**src/rtl/pin_lockout_controller.sv**
```systemverilog
// pin_lockout_controller: BCD PIN check with valid/ready handshake, failure counting and timed lockout.
// Optional PIN change via NEWPIN is enabled by defining PIN_CHANGE_EN.
module pin_lockout_controller #(
  parameter int DIGITS = 4,
  parameter int DIGIT_W = 4,
  parameter int MAX_ATTEMPTS = 3,
  parameter int LOCKOUT_CYCLES = 20,
  parameter logic [DIGITS*DIGIT_W-1:0] DEFAULT_PIN = 16'h8642
) (
  input  logic                              clk,
  input  logic                              reset_n,
  input  logic [DIGITS*DIGIT_W-1:0]         pin_input,
  input  logic                              pin_valid,
  output logic                              pin_ready,
  input  logic                              change_req,
  output logic                              access_granted,
  output logic                              access_denied,
  output logic                              locked_out,
  output logic [$clog2(MAX_ATTEMPTS+1)-1:0] attempts_left
);
  localparam int PW = DIGITS * DIGIT_W;
  localparam int AW = $clog2(MAX_ATTEMPTS + 1);
  localparam int CW = $clog2(LOCKOUT_CYCLES + 1);
  typedef enum logic [1:0] {IDLE, RESULT, LOCKED, NEWPIN} state_e;
  state_e state_q, state_d;
  logic [AW-1:0] att_q, att_d;
  logic [CW-1:0] cnt_q, cnt_d;
  logic gr_q, gr_d, dn_q, dn_d, chg_q, chg_d;
  logic legal, accept, wr_en, chg_en;
  logic [PW-1:0] stored;
`ifdef PIN_CHANGE_EN
  logic [PW-1:0] pin_q;
  always_ff @(posedge clk or negedge reset_n)
    if (!reset_n) pin_q <= DEFAULT_PIN;
    else if (wr_en) pin_q <= pin_input;
  assign stored = pin_q;
  assign chg_en = 1'b1;
`else
  logic unused_wr;
  assign unused_wr = wr_en;
  assign stored = DEFAULT_PIN;
  assign chg_en = 1'b0;
`endif
  assign pin_ready = reset_n && (state_q == IDLE || state_q == NEWPIN);
  assign accept = pin_valid && pin_ready;
  assign access_granted = gr_q;
  assign access_denied = dn_q;
  assign locked_out = state_q == LOCKED;
  assign attempts_left = att_q;
  always_comb begin
    legal = 1'b1;
    for (int i = 0; i < DIGITS; i++)
      if (pin_input[i*DIGIT_W +: DIGIT_W] > DIGIT_W'(9)) legal = 1'b0;
  end
  always_comb begin
    state_d = state_q;
    att_d = att_q;
    cnt_d = cnt_q;
    gr_d = 1'b0;
    dn_d = 1'b0;
    chg_d = 1'b0;
    wr_en = 1'b0;
    unique case (state_q)
      IDLE:
        if (accept) begin
          if (legal && pin_input == stored) begin
            gr_d = 1'b1;
            att_d = AW'(MAX_ATTEMPTS);
            chg_d = chg_en && change_req;
            state_d = RESULT;
          end else begin
            // The failure that exhausts the budget goes straight to lockout, skipping RESULT.
            dn_d = 1'b1;
            att_d = att_q - AW'(att_q != '0);
            cnt_d = '0;
            state_d = (att_q <= AW'(1)) ? LOCKED : RESULT;
          end
        end
      RESULT: state_d = chg_q ? NEWPIN : IDLE;
      LOCKED: begin
        cnt_d = cnt_q + CW'(1);
        if (cnt_q == CW'(LOCKOUT_CYCLES - 1)) begin
          state_d = IDLE;
          att_d = AW'(MAX_ATTEMPTS);
        end
      end
      NEWPIN:
        if (accept) begin
          wr_en = legal;
          gr_d = legal;
          dn_d = !legal;
          state_d = RESULT;
        end
    endcase
  end
  always_ff @(posedge clk or negedge reset_n)
    if (!reset_n) begin
      state_q <= IDLE;
      att_q <= AW'(MAX_ATTEMPTS);
      cnt_q <= '0;
      gr_q <= 1'b0;
      dn_q <= 1'b0;
      chg_q <= 1'b0;
    end else begin
      state_q <= state_d;
      att_q <= att_d;
      cnt_q <= cnt_d;
      gr_q <= gr_d;
      dn_q <= dn_d;
      chg_q <= chg_d;
    end
endmodule

```
**config.mk**
```make
export PLATFORM = sky130hd
export DESIGN_NAME = pin_lockout_controller
export DESIGN_NICKNAME = d
export VERILOG_FILES = /design/src/rtl/pin_lockout_controller.sv
export SDC_FILE = /design/constraint.sdc
export NUM_CORES = 1
export LEC_CHECK = 0
export ABC_AREA = 1
export CORE_MARGIN = 4
export CORE_UTILIZATION = 40
export DETAILED_ROUTE_END_ITERATION = 10
export HOLD_SLACK_MARGIN = 0.12
export PLACE_DENSITY = 0.74
export SETUP_SLACK_MARGIN = 0.5
export SYNTH_ARGS = -nofsm -noshare
export SYNTH_HDL_FRONTEND = slang
export SYNTH_SLANG_ARGS = --single-unit
```
**constraint.sdc**
```tcl
create_clock -name clk -period 2 [get_ports clk]
set_clock_uncertainty 0.15 [all_clocks]
set_input_delay 0.4 -clock clk [delete_from_list [all_inputs] [get_ports clk]]
set_output_delay 0.4 -clock clk [all_outputs]
set_load 0.05 [all_outputs]
```
==> summary.txt, run 1 <==
Run status
  • Result of the run: finished, final reports clean

Logic synthesis
  • Library cells used by synthesis: 22
  • Proportion of synthesized flip-flops having asynchronous set or reset: 100%
  • Cell count after synthesis: around 120
  • Proportion of synthesized chip area in sequential cells: between 30% and 40%
  • Main synth FF type: dfrtp_1
  • Synth Register Bits: 11
  • Count of flip-flops with a built-in enable after synthesis: 0
  • Count of yosys warnings during synthesis: 0
  • Number of nets produced by synthesis: around 150
  • Per-instance average area after synthesis: a little under 7 um2
  • Post-synthesis instance area: between 800 and 900 um2

Placement
  • Final RePlAce weighted congestion: 0.800
  • Port bufs: 24
  • Placed insts: between 150 and 200
  • Final HPWL from detailed placement: 1.57 mm

CTS
  • TritonCTS clock tree: yes
  • Clock slew at the register clock pins of the worst setup and hold paths: roughly 0.060 ns
  • CTS Sinks: 11
  • CTS max path bufs: 2
  • Number of levels the H-tree was split into: 1
  • Post-CTS Hold Buffers: 0
  • Worst skew pair latency: around 0.26 ns
  • Number of clock buffers inserted by TritonCTS: 3
  • Buffer type at the clock tree root: clkbuf_4

Routing
  • Post-Route WL: about 2 mm
  • Routed WL per cell: between 10 and 15 um
  • Total vias in the final route: 862
  • Total iterations of the first detailed-routing run: 4
  • Vias per inst: 4.56
  • Iter 0 DRT Violations: 9
  • Remaining design rule violation count: 0
  • Final antenna-violating net count: 0

Power
  • Leakage: ~0.64 nW
  • Max IR drop VDD: approximately 930 uV
  • Power density cells: roughly 1200 nW/um2

Finish
  • Count of nets after finishing: ~190
  • Layout Area Growth over Synthesis: 55.3%
  • Number of diodes added for antenna fixing: 0
  • Number of standard cells in the final layout excluding fillers: approximately 190
  • Fraction of final layout cells sized beyond drive strength 1: ~28%
  • Commonest non-fill, non-tap cells in the layout: nand2_1 (35), clkdlybuf4s50_1 (18), nor2_1 (14), inv_1 (13)
  • Commonest non-fill, non-tap cell in the layout: nand2_1
  • Finished Core Util: 65.6%

Die
  • Starting density of the core: a little over two fifths
  • Site row count: 16
  • Core footprint: just under 2000 um2
  • Area enclosed by the die boundary: 2890 um2
  • Die Span Y: between 50 and 60 um
  • Number of top-level design ports: 26
  • X dimension of the die: ~54 um

Worst hold path
  • Hold/Removal Path Class: primary input to async pin

GRT
  • Vias in the first global route: 864
  • Total gr overflow: 0
  • GRT Overall Usage: between 10% and 20%
  • Number of antenna violations at the first check in global routing: 0
  • Wire length of the first global-routing pass: around 3.5 mm
  • Maximum number of pins on one net before global-route repair: 12

Timing
  • Final sum of negative setup slack: 0 ns
  • Total count of max-transition violations in the final report: 0
  • Upper clock frequency limit: 554 MHz
  • Min Tclk post-route: approximately 1.8 ns
  • Max transition margin: between 70% and 80%
  • Worst Max-Slew Pin Slew: 0.333 ns
  • Setup repair after global routing missed its margin: yes
  • Setup-violating endpoint count in the final report: 0
  • Crit share post-route: 90.2%
  • Count of endpoints failing hold in the final timing report: 0

Critical path
  • Category of the most critical setup path: primary input to primary output
  • Worst path arrival time: 1.25 ns
  • Critical path required time: around 1.5 ns
  • CP endpoint kind: primary output
  • Critical Path Source Type: primary input
  • Highest net fanout along the worst path: 2

Run
  • Number of violations of the max-capacitance limit: 0
==> registers in the layout, summed over array words and instances (netlist names) <==
register        cells
access_denied       1
access_granted      1
attempts_left       2
cnt_q               5
state_q             2
==> worst paths after layout <==
path | from | to | slack (ns) | cells after the start
max | reset_n | pin_ready | 0.20 | 4
min | reset_n | access_denied | 0.35 | 2
max reg2reg | state_q[0] | cnt_q[2] | 0.27 | 9
min reg2reg | cnt_q[4] | cnt_q[4] | 0.38 | 2
max in group asynchronous | reset_n | attempts_left[0] | 1.13 | 2
min in group clk | cnt_q[4] | cnt_q[4] | 0.38 | 2
==> critical path: stages <==
cell and delay, ns:
clkdlybuf4s50_1 0.50, inv_2 0.07, nor2_4 0.14, buf_12 0.15
==> cells in the mapped netlist (2+ instances only) <==
library cell   n  share of area, %
dfrtp_1        9                27
dfstp_2        2               6.3
ha_1           5               7.5
inv_1         16               7.2
nand2_1       37                17
nand2_2        2               1.5
nand3_1       12               7.2
nor2_1        18               8.1
nor2_2         3               2.2
nor2_4         2               2.7
o21ai_0        6               3.6
==> metrics by stage <==
stage	area (um2)	hold slack (ns)	power [mW]	setup WS, ns
after floorplan	857	-0.0456	0.954	0.241
after global placement	1180	0.353	1.24	0.0446
after detailed placement	1180	0.370	1.26	0.0258
after CTS	1270	0.322	1.53	0.203
after global routing	1300	0.354	1.71	0.157
final	1300	0.347	1.58	0.195
==> kinds of logic (layout without fill, tap and decap cells) <==
logic type      count (synthesis)  after routing  synth area share, %
flops                          11             11                 33.2
buf+inv                        16             55                 7.18
simple gates                   80             80                 43.6
compound gates                 11             11                 8.52
fa+ha+maj                       5              5                 7.47
==> report_power, final <==
group | total [mW] | switching [mW] | internal [mW]
sequential | 0.345 | 0.0513 | 0.293
clock | 0.146 | 0.0685 | 0.0772
combinational | 1.09 | 0.605 | 0.489
==> metal layers <==
metal / wire length, um / part of all wire, % / up-vias / global-route usage (%)
met2: 1090 / 53 / 9 / 30.0
met3: 78 / 3.8 / 2 / 4.99
met5: 0 / 0 / - / 0
li1: - / - / 464 / -
met1: 885 / 43 / 387 / 18.5
met4: 8 / 0.39 / 0 / 3.83
==> what timing repair did <==
item                                    4_1_cts  5_1_grt
pin swaps                                     5        3
resized for setup                             5       10
setup buffers                                 8        2
endpoints found under the setup margin       14       16
==> final cells by class <==
class | instances | area (um2)
clock buffers | 4 | 26.3
fillers | 157 | 682
inverters | 16 | 60.1
multi-input cells | 96 | 547
flip-flops and latches | 11 | 278
well taps | 27 | 33.8
repair buffers | 35 | 355
(Power assumes the default switching activity.)
==> inputs of run 2 (changes only) <==
--- a/config.mk
+++ b/config.mk
@@ -7,3 +7,3 @@
 export LEC_CHECK = 0
-export ABC_AREA = 1
+export ABC_AREA = 0
 export CORE_MARGIN = 4
@@ -12,3 +12,3 @@
 export HOLD_SLACK_MARGIN = 0.12
-export PLACE_DENSITY = 0.74
+export PLACE_DENSITY = 0.75
 export SETUP_SLACK_MARGIN = 0.5
==> constraint.sdc (replaced) <==
create_clock -name clk -period 2 [get_ports clk]
set_clock_uncertainty 0.15 [all_clocks]
set_input_delay 0.3 -clock clk [delete_from_list [all_inputs] [get_ports clk]]
set_output_delay 0.3 -clock clk [all_outputs]
set_load 0.05 [all_outputs]
==> run 2 against run 1 <==
- fmax fell by 4.2%
- non-clock buffer count rose by 17
- routed wire length rose by 24%
- clock-buffer cell count did not move
- hold slack got worse by 0.096 ns
- critical endpoint is now cnt_q[2]
==> summary.txt, run 2 <==
Run status
  • Result of the run: finished, final reports clean

Finish
  • Number of standard cells in the final layout excluding fillers: 170 (-10%)
  • Number of diodes added for antenna fixing: 0 (unchanged)
  • Layout Area Growth over Synthesis: 73.8%
  • Commonest non-fill, non-tap cells in the layout: buf_4 (21), dlygate4sd2_1 (12), dfrtp_1 (8), buf_6 (8)
  • Number of flip-flops under the largest register name: 5 (unchanged)
  • Commonest non-fill, non-tap cell in the layout: buf_4
  • Fraction of final layout cells sized beyond drive strength 1: 39.2% (+11 points)
  • Largest register by flop count: cnt_q
  • Count of nets after finishing: 169 (-10%)

Logic synthesis
  • Dominant cell by count in the synthesized netlist: o21ai_0
  • Main synth FF type: dfrtp_1
  • Commonest cells in the netlist: o21ai_0 (10), dfrtp_1 (9), nand3_1 (7), nand2_1 (6), nor2_1 (6)
  • Largest cells by area after synthesis: dfrtp_1 (27%), ha_1 (7.6%), dfstp_2 (6.4%)
  • Post-synthesis instance area: 821 um2 (-1.9%)
  • Proportion of synthesized chip area in sequential cells: 33.8% (+0.66 points)
  • Synth Register Bits: 11 (unchanged)
  • Library cells used by synthesis: 37 (+68%)
  • Cell type with the highest aggregate area in the netlist: dfrtp_1
  • Share of Yosys cell area claimed by the top area cell type: 27.4% (+0.53 points)
  • Number of nets produced by synthesis: 117 (-21%)
  • Proportion of synthesized flip-flops having asynchronous set or reset: 100% (unchanged)
  • Count of flip-flops with a built-in enable after synthesis: 0 (unchanged)
  • Per-instance average area after synthesis: 8.92 um2 (+31%)
  • Cell count after synthesis: 92 (-25%)
  • Count of yosys warnings during synthesis: 0 (unchanged)

Routing
  • Remaining design rule violation count: 0 (unchanged)
  • Vias per inst: 5.56 (+22%)
  • Total vias in the final route: 946 (+9.7%)
  • Post-Route WL: 2.56 mm (+24%)
  • Final antenna-violating net count: 0 (unchanged)
  • Routed WL per cell: 15.0 um (+38%)
  • Iter 0 DRT Violations: 6 (-3)
  • Total iterations of the first detailed-routing run: 4 (unchanged)

CTS
  • TritonCTS clock tree: yes
  • CTS max path bufs: 2 (unchanged)
  • Worst skew pair latency: 0.27 ns (about the same)
  • Clock slew at the register clock pins of the worst setup and hold paths: 0.08 ns (+0.02 ns)
  • Buffer type at the clock tree root: clkbuf_4
  • Number of levels the H-tree was split into: 1 (unchanged)
  • Number of clock buffers inserted by TritonCTS: 3 (unchanged)
  • CTS Sinks: 11 (unchanged)

GRT
  • Total gr overflow: 0 (unchanged)
  • Vias in the first global route: 973 (+13%)
  • Wire length of the first global-routing pass: 3.99 mm (+15%)
  • Maximum number of pins on one net before global-route repair: 14 (+2)
  • Number of antenna violations at the first check in global routing: 0 (unchanged)
  • GRT Overall Usage: 19.5% (+3.1 points)

Power
  • Power density cells: 1430 nW/um2 (+17%)
  • Part of the total power dissipated in sequential elements: 20.5% (-1.2 points)
  • Part of the power in combinational logic: 71.9% (+2.8 points)
  • Leakage: 0.628 nW (-1.7%)
  • Max IR drop VDD: 1030 uV (+10%)
  • Share of total power consumed by net switching: 42.6% (-3.2 points)
  • Clock power share: 7.6% (-1.6 points)
  • Int Power: 1.17 mW (+36%)
  • Net switching power figure: 0.866 mW (+19%)

Critical path
  • Launch instance of the worst register-to-register path: state_q[0]
  • Highest net fanout along the worst path: 5 (+3)
  • Worst-path cell chain: inv_2, ha_4, nand3b_1, buf_4, or4_1, nand3_1
  • R2R cell count: 6 (-3)
  • CP max-delay cell: dfrtp_1
  • Critical path buffers and inverters: 2 (-1)
  • Critical register-to-register path endpoint: cnt_q[2]
  • Family of cells with the greatest summed delay on the critical path: simple AND/OR/NAND/NOR gates
  • Critical path required time: 2.05 ns (+0.60 ns)
  • Critical Path Source Type: flop
  • Maximum single-stage delay on the critical path: 0.39 ns (-0.11 ns)
  • Worst path arrival time: 1.93 ns (+0.68 ns)
  • R2r setup slk: 0.12 ns (-0.15 ns)
  • Category of the most critical setup path: flop to flop
  • CP endpoint kind: flop

Timing
  • Setup repair after global routing missed its margin: yes
  • Count of endpoints failing hold in the final timing report: 0 (unchanged)
  • Min Tclk post-route: 1.88 ns (+0.0784 ns)
  • Total count of max-transition violations in the final report: 0 (unchanged)
  • Upper clock frequency limit: 531 MHz (-4.2%)
  • Max transition margin: 81.4% (+3.7 points)
  • Crit share post-route: 94.2% (+3.9 points)
  • Worst Max-Slew Pin Slew: 0.280 ns (-0.0534 ns)
  • Post-Route Hold Slack: 0.251 ns (-0.0961 ns)
  • Setup-violating endpoint count in the final report: 0 (unchanged)

Die
  • Core footprint: 1960 um2 (-1.0%)
  • Starting density of the core: 41.8% (-0.40 points)
  • Area enclosed by the die boundary: 2840 um2 (-1.6%)
  • Die Span Y: 53.3 um (-0.83%)
  • Number of top-level design ports: 26 (unchanged)
  • X dimension of the die: 53.3 um (-0.83%)
  • Site row count: 16 (unchanged)

Placement
  • Port bufs: 24 (unchanged)
  • Final HPWL from detailed placement: 1.57 mm (about the same)
  • Final RePlAce weighted congestion: 0.791 (-1.1%)
  • Placed insts: 145 (-17%)

Run
  • Number of violations of the max-capacitance limit: 0 (unchanged)

Worst hold path
  • Hold/Removal Path Class: primary input to async pin
[run 2: cell count changes after synthesis, moves of 4 or more]
cell / change
nand2_1: -31
inv_1: -14
nor2_1: -12
nand3_1: -5
nand2b_1: +4
o21ai_0: +4
[run 2: power groups by stage]
stage                     clock, mW  sequential (mW)  combinational, mW
after floorplan                   0            0.495              0.672
after global placement            0            0.421               1.00
after detailed placement          0            0.427               1.03
after CTS                     0.162            0.411               1.34
after global routing          0.167            0.430               1.57
final                         0.155            0.417               1.46
[run 2: through the flow]
step                total power [mW]  TNS, ns  worst slack [ns]  instance area (um2)  utilization (%)
global placement                1.43  -0.0752           -0.0589                 1160             58.9
floorplan                       1.17        0             0.248                  868                -
finish                          2.03        0             0.117                 1430             72.7
CTS                             1.91        0             0.202                 1390             70.7
detailed placement              1.46   -0.187           -0.0776                 1160             58.9
global route                    2.17        0            0.0472                 1430             72.7
[run 2: area by class of cell]
type | instances | area [um2]
repair buffers | 52 | 495
flip-flops and latches | 11 | 279
clock buffers | 4 | 26.3
fillers | 159 | 536
well taps | 27 | 33.8
multi-input cells | 74 | 584
inverters | 2 | 7.51
[run 2: repair_timing]
action	4_1_cts	5_1_grt
gates resized for setup	37	2
gates cloned	1	0
pin swaps	9	3
buffers inserted	16	4
setup endpoints to repair	16	14
hold buffers	0	0
[run 2: routing by layer]
layer  GRT usage, %  routed length (um)
met1           20.8                1020
met2           36.5                1370
met3           3.94                 125
met4           8.09                  42
met5              0                   0
[run 2: worst max-delay path by stage]
stage	to	start	depth (start not counted)	slack [ns]
2_1_floorplan	state_q[1]	state_q[1]	7	0.25
3_3_place_gp	cnt_q[1]	pin_input[9]	6	-0.06
3_5_place_dp	cnt_q[1]	pin_input[9]	6	-0.08
4_1_cts	pin_ready	reset_n	4	0.20
5_1_grt	cnt_q[2]	state_q[0]	6	0.05
6_report	cnt_q[2]	state_q[0]	6	0.12
[run 2: kinds of logic (layout without fill, tap and decap cells)]
family	after synthesis	after routing	synth area share, %
buffers and inverters	7	58	5.03
adders and majority gates	5	5	7.62
and+or+nand+nor	43	43	31.3
muxes	3	3	3.81
DFF	11	11	33.8
AOI/OAI and AO/OA	23	23	18.4
==> inputs of run 3 (changes only) <==
CTS_BUF_LIST = sky130_fd_sc_hd__clkbuf_8 sky130_fd_sc_hd__clkbuf_16   (was unset)
==> run 3 against run 2 <==
- total power is 2.7% lower
- largest power group unchanged
- clock-buffer cell count is 1 lower
- global-route usage is 0.64 points lower
==> summary.txt, run 3 (synthesis results as in run 2) <==
Finish
  • Count of nets after finishing: 166 (-1.8%)
  • Area taken by flip-flops and latches: 279 um2 (unchanged)
  • Multi-input combinational cell area: 584 um2 (unchanged)
  • Layout Area Growth over Synthesis: 69.7%
  • Commonest non-fill, non-tap cells in the layout: buf_4 (21), dlygate4sd2_1 (10), dfrtp_1 (8), nand3_1 (7), clkdlybuf4s50_1 (7)
  • Post-Layout Inst Area: 1390 um2 (-2.4%)
  • Number of flip-flops under the largest register name: 5 (unchanged)
  • Number of inserted filler cells in the final layout: 165 (+3.8%)
  • Largest register by flop count: cnt_q
  • Number of diodes added for antenna fixing: 0 (unchanged)
  • Fraction of final layout cells sized beyond drive strength 1: 35.7% (-3.4 points)
  • Commonest non-fill, non-tap cell in the layout: buf_4

CTS
  • TritonCTS clock tree: yes
  • CTS max path bufs: 2 (unchanged)
  • Buffer type at the clock tree root: clkbuf_8
  • Clock slew at the register clock pins of the worst setup and hold paths: 0.05 ns (-0.03 ns)
  • CTS Sinks: 11 (unchanged)
  • Number of levels the H-tree was split into: 1 (unchanged)
  • Number of clock buffers inserted by TritonCTS: 3 (unchanged)
  • Worst skew pair latency: 0.24 ns (-0.03 ns)

Placement
  • Area after detailed placement: 1160 um2 (unchanged)
  • Final RePlAce weighted congestion: 0.791 (unchanged)
  • Port bufs: 24 (unchanged)
  • Final HPWL from detailed placement: 1.57 mm (unchanged)

Power
  • Leakage: 0.621 nW (-1.2%)
  • Part of the total power dissipated in sequential elements: 20.9% (+0.4 points)
  • Clock power share: 11.3% (+3.7 points)
  • Int Power: 1.13 mW (-3.0%)
  • Net switching power figure: 0.846 mW (-2.2%)
  • Part of the power in combinational logic: 67.7% (-4.2 points)
  • Power density cells: 1420 nW/um2 (-0.30%)
  • Tot Pwr: 1.98 mW (-2.7%)
  • Max IR drop VDD: 868 uV (-16%)
  • Share of total power consumed by net switching: 42.8% (+0.19 points)

GRT
  • GRT Overall Usage: 18.9% (-0.64 points)
  • Wire length of the first global-routing pass: 3.81 mm (-4.5%)
  • Number of antenna violations at the first check in global routing: 0 (unchanged)
  • Vias in the first global route: 909 (-6.6%)
  • Total gr overflow: 0 (unchanged)
  • Maximum number of pins on one net before global-route repair: 14 (unchanged)

Worst hold path
  • Hold/Removal Path Class: primary input to async pin

Critical path
  • Critical path required time: 2.02 ns (-0.03 ns)
  • CP endpoint kind: flop
  • Category of the most critical setup path: flop to flop
  • Critical path buffers and inverters: 2 (unchanged)
  • Maximum single-stage delay on the critical path: 0.39 ns (about the same)
  • Worst-path cell chain: inv_2, ha_4, nand3b_1, buf_4, or4_1, nand3_1
  • Critical Path Source Type: flop
  • Highest net fanout along the worst path: 5 (unchanged)
  • CP max-delay cell: dfrtp_1
  • Family of cells with the greatest summed delay on the critical path: simple AND/OR/NAND/NOR gates
  • Crit path launch: state_q[0]
  • Launch instance of the worst register-to-register path: state_q[0]
  • Worst path arrival time: 1.90 ns (-0.03 ns)

Routing
  • Routed WL per cell: 15.2 um (+1.1%)
  • Iter 0 DRT Violations: 14 (+8)
  • Final antenna-violating net count: 0 (unchanged)
  • Vias per inst: 5.56 (about the same)
  • Post-Route WL: 2.54 mm (-0.67%)
  • Total vias in the final route: 929 (-1.8%)
  • Remaining design rule violation count: 0 (unchanged)
  • Total iterations of the first detailed-routing run: 4 (unchanged)

Run status
  • Result of the run: finished, final reports clean

Timing
  • Min Tclk post-route: 1.87 ns (-0.0112 ns)
  • Upper clock frequency limit: 534 MHz (+0.60%)
  • Count of endpoints failing hold in the final timing report: 0 (unchanged)
  • Worst Max-Slew Pin Slew: 0.277 ns (-0.00271 ns)
  • Crit share post-route: 93.6% (-0.56 points)
  • Total count of max-transition violations in the final report: 0 (unchanged)
  • Setup-violating endpoint count in the final report: 0 (unchanged)
  • Setup repair after global routing missed its margin: yes
  • Max transition margin: 81.6% (+0.17 points)

Die
  • Area enclosed by the die boundary: 2840 um2 (unchanged)
  • Site row count: 16 (unchanged)
  • Starting density of the core: 41.8% (unchanged)
  • X dimension of the die: 53.3 um (unchanged)
  • Die Span Y: 53.3 um (unchanged)
  • Core footprint: 1960 um2 (unchanged)
  • Number of top-level design ports: 26 (unchanged)

Run
  • Number of violations of the max-capacitance limit: 0 (unchanged)
run 3: changes by cell type in the layout (fill, tap and decap cells not counted), sizes merged:
cell,change
buf,-5
clkbuf,+1
clkdlybuf4s15,-2
clkdlybuf4s50,+1
dlygate4sd2,-2
dlygate4sd3,+2
dlymetal6s2s,+1
inv,+1
run 3: final cells by class:
class	count	area share (%)
clock buffers	3	2.96
multi-input cells	74	42.0
well taps	27	2.43
flip-flops and latches	11	20.0
repair buffers	49	31.8
clock inverters	1	0.270
inverters	2	0.539
run 3: worst paths after layout:
check	endpoint	slack, ns	cells past startpoint
setup / recovery	cnt_q[2]	0.13	6
hold / removal	attempts_left[1]	0.14	2
setup reg to reg	cnt_q[2]	0.13	6
hold reg to reg	attempts_left[1]	0.38	2
max in group asynchronous	state_q[1]	0.88	3
min in group clk	attempts_left[1]	0.38	2
run 3: per-stage QoR:
step / hold WS [ns] / utilization (%) / TNS, ns / worst slack [ns] / instances
2_1_floorplan: -0.146 / - / 0 / 0.248 / 92
3_3_place_gp: 0.357 / 58.9 / -0.0752 / -0.0589 / 145
3_5_place_dp: 0.358 / 58.9 / -0.187 / -0.0776 / 145
4_1_cts: 0.152 / 68.9 / 0 / 0.221 / 163
5_1_grt: 0.176 / 71.0 / 0 / 0.0588 / 167
6_report: 0.143 / 71.0 / 0 / 0.128 / 167
run 3: what timing repair did:
item	4_1_cts	5_1_grt
pin swaps	10	8
setup endpoints to repair	15	15
gates resized for setup	27	8
endpoints found under the hold margin	9	0
cloned	1	0
setup buffers	11	4
hold buffers	2	0
run 3: layer usage:
metal / GRT usage [%] / vias up / wire [um]
met5: 0 / - / 0
met2: 34.7 / 36 / 1340
met3: 2.54 / 9 / 121
met4: 10.2 / 0 / 69
met1: 20.4 / 445 / 1010
li1: - / 439 / -
run 3: power groups by stage:
stage | Sequential (mW) | Clock [mW] | Combinational [mW]
3_3_place_gp | 0.421 | 0 | 1.00
5_1_grt | 0.424 | 0.238 | 1.44
6_report | 0.414 | 0.224 | 1.34
4_1_cts | 0.405 | 0.227 | 1.23
2_1_floorplan | 0.495 | 0 | 0.672
3_5_place_dp | 0.427 | 0 | 1.03
